**src/rtl/id_ex_hazard_pipe.sv**
```systemverilog
// ID/EX pipeline register with a load-use hazard scoreboard covering LOAD_LAT cycles.
// Provides immediate extension, a valid bit, downstream hold, and a flush that is held over while EX stalls.
module id_ex_hazard_pipe #(
    parameter int DATA_W   = 32,
    parameter int REG_AW   = 5,
    parameter int CTRL_W   = 10,
    parameter int LOAD_LAT = 1,
    parameter int CNT_W    = 16
) (
    input  logic              clk,
    input  logic              rst_n,
    input  logic              if_id_valid,
    input  logic [31:0]       if_id_instr,
    input  logic [DATA_W-1:0] if_id_pc_next,
    input  logic [CTRL_W-1:0] dec_ctrl,
    input  logic              dec_is_load,
    input  logic              dec_uses_rs,
    input  logic              dec_uses_rt,
    input  logic              dec_zero_ext,
    input  logic [DATA_W-1:0] rs_data,
    input  logic [DATA_W-1:0] rt_data,
    input  logic              flush,
    input  logic              ex_hold,
    output logic              id_stall,
    output logic              id_ex_valid,
    output logic [CTRL_W-1:0] id_ex_ctrl,
    output logic [DATA_W-1:0] id_ex_rs_data,
    output logic [DATA_W-1:0] id_ex_rt_data,
    output logic [DATA_W-1:0] id_ex_imm,
    output logic [DATA_W-1:0] id_ex_pc_next,
    output logic [REG_AW-1:0] id_ex_rs,
    output logic [REG_AW-1:0] id_ex_rt,
    output logic [REG_AW-1:0] id_ex_rd,
    output logic [4:0]        id_ex_shamt,
    output logic [5:0]        id_ex_funct,
    output logic [CNT_W-1:0]  stall_cnt
);

    // Handshake: ex_hold=1 means EX refuses the ID/EX contents this cycle; the register,
    // scoreboard and counter all freeze, and id_stall tells IF/ID to keep its instruction too.

    logic [REG_AW-1:0] id_rs, id_rt, id_rd;
    logic [DATA_W-1:0] id_imm;
    logic              kill, hazard, sb_match;
    logic              advance, take, bubble;
    logic              flush_pending;
    logic              sb_vld [LOAD_LAT];
    logic [REG_AW-1:0] sb_dst [LOAD_LAT];

    assign id_rs  = REG_AW'(if_id_instr[25:21]);
    assign id_rt  = REG_AW'(if_id_instr[20:16]);
    assign id_rd  = REG_AW'(if_id_instr[15:11]);
    assign id_imm = dec_zero_ext ? DATA_W'(if_id_instr[15:0])
                                 : DATA_W'($signed(if_id_instr[15:0]));

    // Slot i holds a load that entered EX i cycles ago; register 0 is never a real dependency.
    always_comb begin
        sb_match = 1'b0;
        for (int i = 0; i < LOAD_LAT; i++) begin
            if (sb_vld[i] && (sb_dst[i] != '0) &&
                ((dec_uses_rs && (sb_dst[i] == id_rs)) ||
                 (dec_uses_rt && (sb_dst[i] == id_rt)))) begin
                sb_match = 1'b1;
            end
        end
    end

    assign kill     = flush | flush_pending;
    assign hazard   = if_id_valid & ~kill & sb_match;
    assign id_stall = ex_hold | hazard;
    assign advance  = ~ex_hold;
    assign bubble   = advance & (kill | hazard);
    assign take     = advance & ~kill & ~hazard;

    always_ff @(posedge clk or negedge rst_n) begin
        if (!rst_n) begin
            for (int i = 0; i < LOAD_LAT; i++) begin
                sb_vld[i] <= 1'b0;
                sb_dst[i] <= '0;
            end
        end else if (advance) begin
            sb_vld[0] <= take & if_id_valid & dec_is_load;
            sb_dst[0] <= (take & if_id_valid & dec_is_load) ? id_rt : '0;
            for (int i = 1; i < LOAD_LAT; i++) begin
                sb_vld[i] <= sb_vld[i-1];
                sb_dst[i] <= sb_dst[i-1];
            end
        end
    end

    always_ff @(posedge clk or negedge rst_n) begin
        if (!rst_n) begin
            flush_pending <= 1'b0;
            stall_cnt     <= '0;
        end else if (ex_hold) begin
            flush_pending <= flush_pending | flush;
        end else if (kill) begin
            flush_pending <= 1'b0;
        end else if (hazard && (stall_cnt != {CNT_W{1'b1}})) begin
            stall_cnt <= stall_cnt + CNT_W'(1);
        end
    end

    always_ff @(posedge clk or negedge rst_n) begin
        if (!rst_n) begin
            id_ex_valid   <= 1'b0;
            id_ex_ctrl    <= '0;
            id_ex_rs_data <= '0;
            id_ex_rt_data <= '0;
            id_ex_imm     <= '0;
            id_ex_pc_next <= '0;
            id_ex_rs      <= '0;
            id_ex_rt      <= '0;
            id_ex_rd      <= '0;
            id_ex_shamt   <= '0;
            id_ex_funct   <= '0;
        end else if (bubble) begin
            id_ex_valid   <= 1'b0;
            id_ex_ctrl    <= '0;
            id_ex_rs_data <= '0;
            id_ex_rt_data <= '0;
            id_ex_imm     <= '0;
            id_ex_pc_next <= '0;
            id_ex_rs      <= '0;
            id_ex_rt      <= '0;
            id_ex_rd      <= '0;
            id_ex_shamt   <= '0;
            id_ex_funct   <= '0;
        end else if (take) begin
            id_ex_valid   <= if_id_valid;
            id_ex_ctrl    <= if_id_valid ? dec_ctrl : '0;
            id_ex_rs_data <= rs_data;
            id_ex_rt_data <= rt_data;
            id_ex_imm     <= id_imm;
            id_ex_pc_next <= if_id_pc_next;
            id_ex_rs      <= id_rs;
            id_ex_rt      <= id_rt;
            id_ex_rd      <= id_rd;
            id_ex_shamt   <= if_id_instr[10:6];
            id_ex_funct   <= if_id_instr[5:0];
        end
    end

endmodule

```
**config.mk**
```make
export PLATFORM = sky130hd
export DESIGN_NAME = id_ex_hazard_pipe
export DESIGN_NICKNAME = d
export VERILOG_FILES = /design/src/rtl/id_ex_hazard_pipe.sv
export SDC_FILE = /design/constraint.sdc
export NUM_CORES = 1
export LEC_CHECK = 0
export BUFFER_PORTS_ARGS = -buffer_cell sky130_fd_sc_hd__buf_2
export CAP_MARGIN = 20
export CORE_AREA = 2 2 161 163
export DETAILED_ROUTE_END_ITERATION = 10
export DIE_AREA = 0 0 163 165
export PLACE_DENSITY = 0.49
export REMOVE_ABC_BUFFERS = 1
export SKIP_CTS_REPAIR_TIMING = 1
export SLEW_MARGIN = 10
export SYNTH_ARGS = -nofsm -noshare
export SYNTH_HDL_FRONTEND = slang
export SYNTH_SLANG_ARGS = --single-unit
```
**constraint.sdc**
```tcl
create_clock -name clk -period 6.1 [get_ports clk]
set_clock_uncertainty 0.2 [all_clocks]
set_input_delay 0.305 -clock clk [delete_from_list [all_inputs] [get_ports clk]]
set_output_delay 0.305 -clock clk [all_outputs]
set_load 0.01 [all_outputs]
```
==> impl_metrics.yaml, run 1 <==
yosys:
  syn_area_sq_um: 6170
  ys_top_cells_by_area: "dfrtp_1 64%, a22o_1 18%, buf_4 5.1%"
  synth_top_area_share_pct: 63.7
  synth_flop_cell: "dfrtp_1"
  synth_top_area_cell: "dfrtp_1"
  yosysSeqAreaShare_pct: 63.7
  synth-seq-cells: 157
  synth_edf_count: 0
  async_flop_share_pct: 100
  postSynthAreaPerCell_sq_um: 13.7
  synth_cells: 449
  synth_cell_types: 28
  ys_warn_count: 0
power:
  peakVddDrop_mv: 0.129
  seqPwrFrac_pct: 43.4
  netSwitchingPower_mw: 0.681
  p_int_mw: 1.95
  powerDensity_nw_per_um2: 268
  switching_share_pct: 25.9
  p_leak_nw: 5.17
  clock_power_share_pct: 42.7
  comb_power_share_pct: 13.9
route:
  dr.pass1.iters: 4
  ant_nets: 0
  top_layer: "met4"
  wl_met3_mm: 1.05
  detail_route.wl_per_cell_um: 16.2
  dr_total_vias: 5312
  routed_wirelength_mm: 19.5
  dr_wl_met2_mm: 9.87
  met1_length_mm: 8.28
  drc_errors: 0
  viasPerCell: 4.39
  drt-initial-drc-count: 275
critical_path:
  ff2ff_path_depth: 6
  rr_endpoint: "id_ex_ctrl[6]"
  critPathMaxFanout: 65
  path_class: "flip-flop to flip-flop"
  critPathMaxStageDelay_ns: 0.73
  slowest_stage: "a21oi_4"
  crit_path_end_kind: "flip-flop"
  cp_data_required_time_ns: 6.24
  arrival_ns: 3.41
  crit_chain: "or4_1 -> o211ai_2 -> inv_2 -> a21oi_4 -> buf_4 -> a32o_1"
  cp-start-kind: "flip-flop"
  r2r_start: "sb_dst[1]"
  r2r_slack_ns: 2.83
sta:
  worstMarginPinSlew_ns: 0.926
  finalCritPeriodShare_pct: 53.6
  fin_setup_tns_ns: 0
  setup_viol: 0
  slew_viol_final: 0
  hold_ws_ns: -0.0100
  max_freq_mhz: 306
  rsz0062_at_grt: "false"
  finalCriticalPeriod_ns: 3.27
  final-hold-violation-count: 1
  slew-limit-headroom_pct: 38.1
  setup_slack_ns: 2.83
die:
  die_y_um: 165
  io_pins: 329
  dieArea_sq_um: 26900
  num_rows: 58
  die_x_um: 163
  initial_utilization_pct: 24.6
  core_area_sq_um: 25000
global_routing:
  gr-total-overflow: 0
  grt_max_degree: 86
  grt_pass1_vias: 4965
  grt_usage_pct: 13.3
  grt_pass1_wl_mm: 27.9
  antenna_found_initial: 0
job:
  maxCapViolCount: 0
clock_network:
  clk_pin_slew_worst_paths_ns: 0.07
  h-tree-depth: 4
  clock_path_buffers: 2
  cts_root_buffer: "clkbuf_16"
  insertion_delay_ns: 0.41
  clock-sinks: 157
  cts_buffers: 17
  cts_tree: "yes"
placement:
  io_buffer_count: 322
  dpl_cell_area_sq_um: 7850
  dpl.hpwl_mm: 12.5
  dp_slack_ns: 2.75
  finalWeightedCongestion: 0.726
final_layout:
  fin_area_sq_um: 9800
  layout-drive-gt1-share_pct: 41.7
  syn2layout_area_growth_pct: 59.0
  final_util_pct: 39.2
  nNetsFinal: 1013
hold_path:
  hold_end: "flush_pending"
  hold_depth: 3
  hold_class: "primary input to flip-flop"
  holdCritStartpoint: "flush"
outcome:
  status: "complete, but fails checks"
  violations: "negative hold slack"
==> registers in the layout, indices dropped and copies added (netlist names) <==
| register | flops |
|---|---|
| sb_vld | 1 |
| id_ex_rs | 5 |
| id_ex_rt_data | 32 |
| id_ex_pc_next | 32 |
| id_ex_imm | 17 |
| id_ex_rs_data | 32 |
| id_ex_valid | 1 |
| id_ex_rt | 5 |
| flush_pending | 1 |
| stall_cnt | 16 |
| id_ex_ctrl | 10 |
| sb_dst | 5 |
==> metrics by stage <==
| step | total power, mW | instances |
|---|---|---|
| finish | 2.63 | 1209 |
| global route | 2.76 | 1208 |
| CTS | 2.61 | 1074 |
| detailed placement | 1.46 | 1042 |
| global placement | 1.46 | 1042 |
| floorplan | 1.28 | 383 |
==> layer usage <==
| layer | GRT usage, % | vias to the layer above |
|---|---|---|
| met5 | 0 | - |
| met4 | 4.18 | 0 |
| met3 | 4.14 | 17 |
| met2 | 22.7 | 195 |
| met1 | 16.1 | 2610 |
| li1 | - | 2490 |
==> cells in the mapped netlist, drive strengths merged (2+ instances only) <==
master  number
clkbuf      19
a22o       128
dfrtp      157
and3        12
xnor2       24
nor3         3
buf         47
nor2         5
nand3       10
a32o        12
mux2         2
nand4       10
inv          2
nand2        6
==> worst max-delay path: cells and delay by family, from the launching register on <==
kind | cells | cell delay, ns
buffers and inverters | 2 | 0.80
DFF | 1 | 0.42
and+or+nand+nor | 1 | 0.56
AOI/OAI and AO/OA | 3 | 1.22
==> worst max path at each step <==
stage	start	endpoint	slack [ns]	depth (start not counted)
2_1_floorplan	sb_dst[0]	id_ex_ctrl[0]	1.41	5
3_3_place_gp	sb_dst[1]	id_ex_ctrl[7]	2.72	6
3_5_place_dp	sb_dst[1]	id_ex_ctrl[7]	2.75	6
4_1_cts	sb_dst[1]	id_ex_ctrl[6]	2.74	6
5_1_grt	sb_dst[1]	id_ex_rt_data[29]	2.59	6
6_report	sb_dst[1]	id_ex_ctrl[6]	2.83	6
==> power by group through the flow <==
| stage | Combinational, mW | Clock [mW] | Sequential (mW) |
|---|---|---|---|
| 6_report | 0.367 | 1.12 | 1.14 |
| 5_1_grt | 0.398 | 1.22 | 1.15 |
| 4_1_cts | 0.303 | 1.16 | 1.14 |
| 3_5_place_dp | 0.304 | 0 | 1.16 |
| 3_3_place_gp | 0.303 | 0 | 1.16 |
| 2_1_floorplan | 0.0803 | 0 | 1.20 |
==> cells in the final DEF, fill, tap and decap left out, types with 2 or more instances in the layout <==
cell type / instances
and3_1: 12
xnor2_1: 24
inv_8: 2
nand4_1: 10
inv_6: 2
a22o_1: 128
a32o_1: 12
clkbuf_16: 17
dlygate4sd3_1: 134
dfrtp_1: 157
nor2_1: 5
clkinvlp_4: 3
mux2_2: 2
clkinv_4: 3
nor3_1: 3
buf_2: 320
nand2_1: 6
nand3_1: 10
bufinv_16: 3
buf_4: 8
==> cells by family (layout without fill, tap and decap cells) <==
group | count (synthesis) | in the layout | share of synthesized area, %
flip-flops | 157 | 157 | 63.7
adder cells (fa/ha/maj) | 1 | 1 | 0.203
multiplexers | 2 | 2 | 0.365
other | 0 | 1 | 0
XOR/XNOR | 24 | 24 | 3.41
buffers and inverters | 68 | 497 | 6.80
AO/OA/AOI/OAI | 144 | 144 | 20.7
AND/OR/NAND/NOR | 53 | 53 | 4.79
==> area by class of cell <==
cell class | instances | area, sq um
Clock buffer | 18 | 429
Sequential cell | 157 | 3930
Clock inverter | 14 | 184
Fill cell | 2422 | 15200
Tap cell | 330 | 413
Multi-Input combinational cell | 224 | 1830
Inverter | 2 | 7.51
Antenna cell | 1 | 2.50
Timing Repair Buffer | 463 | 3010
(Power assumes the default switching activity.)
==> inputs of run 2 (changes only) <==
==> constraint.sdc (replaced) <==
create_clock -name clk -period 3.15 [get_ports clk]
set_clock_uncertainty 0.2 [all_clocks]
set_input_delay 0.1575 -clock clk [delete_from_list [all_inputs] [get_ports clk]]
set_output_delay 0.1575 -clock clk [all_outputs]
set_load 0.01 [all_outputs]
==> run 2 against run 1 <==
Net effect:
- the flow now finishes without violations
- combinational power rose by 97%
- critical path type is now flip-flop to primary output
- critical endpoint is now id_stall
- final area grew 0.71%
- global-route usage decreased by 0.24 points
- final cell count increased by 0.25%
- clock-buffer cell count stayed put
- via count up 1.3%
==> impl_metrics.yaml, run 2 (synthesis results as in run 1) <==
final_layout:
  final_common_cell: "buf_2"
  layout-drive-gt1-share_pct: 41.7
  final_cell_mix: "320 x buf_2, 157 x dfrtp_1, 136 x dlygate4sd3_1, 128 x a22o_1, 24 x xnor2_1"
  n_fill_cell: 2443
  syn2layout_area_growth_pct: 60.1
  nNetsFinal: 1017
  diodes: 0
  final-instance-count-excl-fill: 1212
  reg_top3: "id_ex_pc_next x32, id_ex_rs_data x32, id_ex_rt_data x32"
sta:
  worstMarginPinSlew_ns: 0.681
  setup_slack_ns: 0.714
  slew_viol_final: 0
  slew-limit-headroom_pct: 54.6
  max_freq_mhz: 410
  fin_setup_tns_ns: 0
  finalCritPeriodShare_pct: 77.3
  hold_ws_ns: 0.0567
  setup_viol: 0
  final-hold-violation-count: 0
  finalCriticalPeriod_ns: 2.44
  rsz0062_at_grt: "false"
power:
  powerDensity_nw_per_um2: 516
  peakVddDrop_mv: 0.318
  totalPowerFinal_mw: 5.09
  p_leak_nw: 5.21
placement:
  finalWeightedCongestion: 0.728
  io_buffer_count: 322
  dpl.hpwl_mm: 12.3
  dp_cells: 1044
  dp_slack_ns: 0.753
critical_path:
  rr_endpoint: "id_ex_pc_next[8]"
  path_class: "flip-flop to primary output"
  cp_data_required_time_ns: 2.79
  r2r_slack_ns: 0.75
  cp-start-kind: "flip-flop"
  arrival_ns: 2.08
  ff2ff_path_depth: 6
  critPathMaxFanout: 4
  crit_path_end_kind: "primary output"
  r2r_start: "sb_dst[1]"
global_routing:
  antenna_found_initial: 1
  grt_usage_pct: 13.1
  grt_pass1_vias: 4732
  gr-total-overflow: 0
  grt_pass1_wl_mm: 27.1
  grt_max_degree: 144
route:
  drc_errors: 0
  dr_total_vias: 5382
  routed_wirelength_mm: 19.5
  dr.pass1.iters: 4
  ant_nets: 0
  detail_route.wl_per_cell_um: 16.1
  viasPerCell: 4.44
  drt-initial-drc-count: 297
die:
  die_y_um: 165
  die_x_um: 163
  initial_utilization_pct: 24.6
  io_pins: 329
  dieArea_sq_um: 26900
  core_area_sq_um: 25000
  num_rows: 58
outcome:
  status: "finished clean"
hold_path:
  hold_depth: 2
  hold_class: "primary input to flip-flop"
  holdCritStartpoint: "if_id_valid"
  hold_end: "id_ex_valid"
job:
  maxCapViolCount: 0
clock_network:
  cts_root_buffer: "clkbuf_16"
  cts_buffers: 17
  clock_path_buffers: 2
  h-tree-depth: 4
  clk_pin_slew_worst_paths_ns: 0.07
  cts_tree: "yes"
  clock-sinks: 157
  insertion_delay_ns: 0.41
## run 2: cell count changes in the layout (fill, tap and decap cells not counted), sizes merged
cell and change:
dlygate4sd3 +2, buf +2, bufinv -1, clkinvlp -2, clkinv -3, diode -1, inv +6
## run 2: worst max-delay path: stages, from the launching register on
cell and delay (ns):
dfrtp_1 0.42, or4_1 0.56, o211ai_2 0.22, inv_2 0.08, a31o_2 0.24, buf_2 0.14
## run 2: metrics by stage
stage	util [%]	area [sq um]
after floorplan	-	5750
after global placement	31.6	7910
after detailed placement	31.6	7910
after CTS	34.0	8510
after global routing	39.4	9870
final	39.4	9870
## run 2: worst max-delay path by stage
stage | from | endpoint
floorplan | sb_dst[0] | id_ex_ctrl[0]
global placement | sb_dst[1] | id_ex_pc_next[17]
detailed placement | sb_dst[1] | id_ex_rt_data[8]
CTS | sb_dst[3] | id_stall
global route | sb_dst[3] | id_stall
finish | sb_dst[1] | id_stall
## run 2: layer usage
layer | part of all wire [%] | up-vias | GRT usage [%]
met5 | 0 | - | 0
met4 | 1.6 | 0 | 4.30
met3 | 6.1 | 18 | 4.19
met2 | 51 | 199 | 21.9
met1 | 41 | 2663 | 16.0
li1 | - | 2502 | -
## run 2: layout make-up
| class | instances | area [sq um] | area share, % |
|---|---|---|---|
| sequential | 157 | 3930 | 39.8 |
| timing repair buffer | 467 | 3100 | 31.4 |
| multi-input combinational | 224 | 1830 | 18.5 |
| clock buffer | 18 | 429 | 4.35 |
| tap | 330 | 413 | 4.18 |
| clock inverter | 14 | 171 | 1.74 |
| inverter | 2 | 7.51 | 0.0760 |
## run 2: power breakdown
group          internal [mW]  switching, mW  leakage [nW]
registers               2.14         0.0736          2.11
clock network           1.21          0.949         0.293
logic                  0.383          0.341          2.81
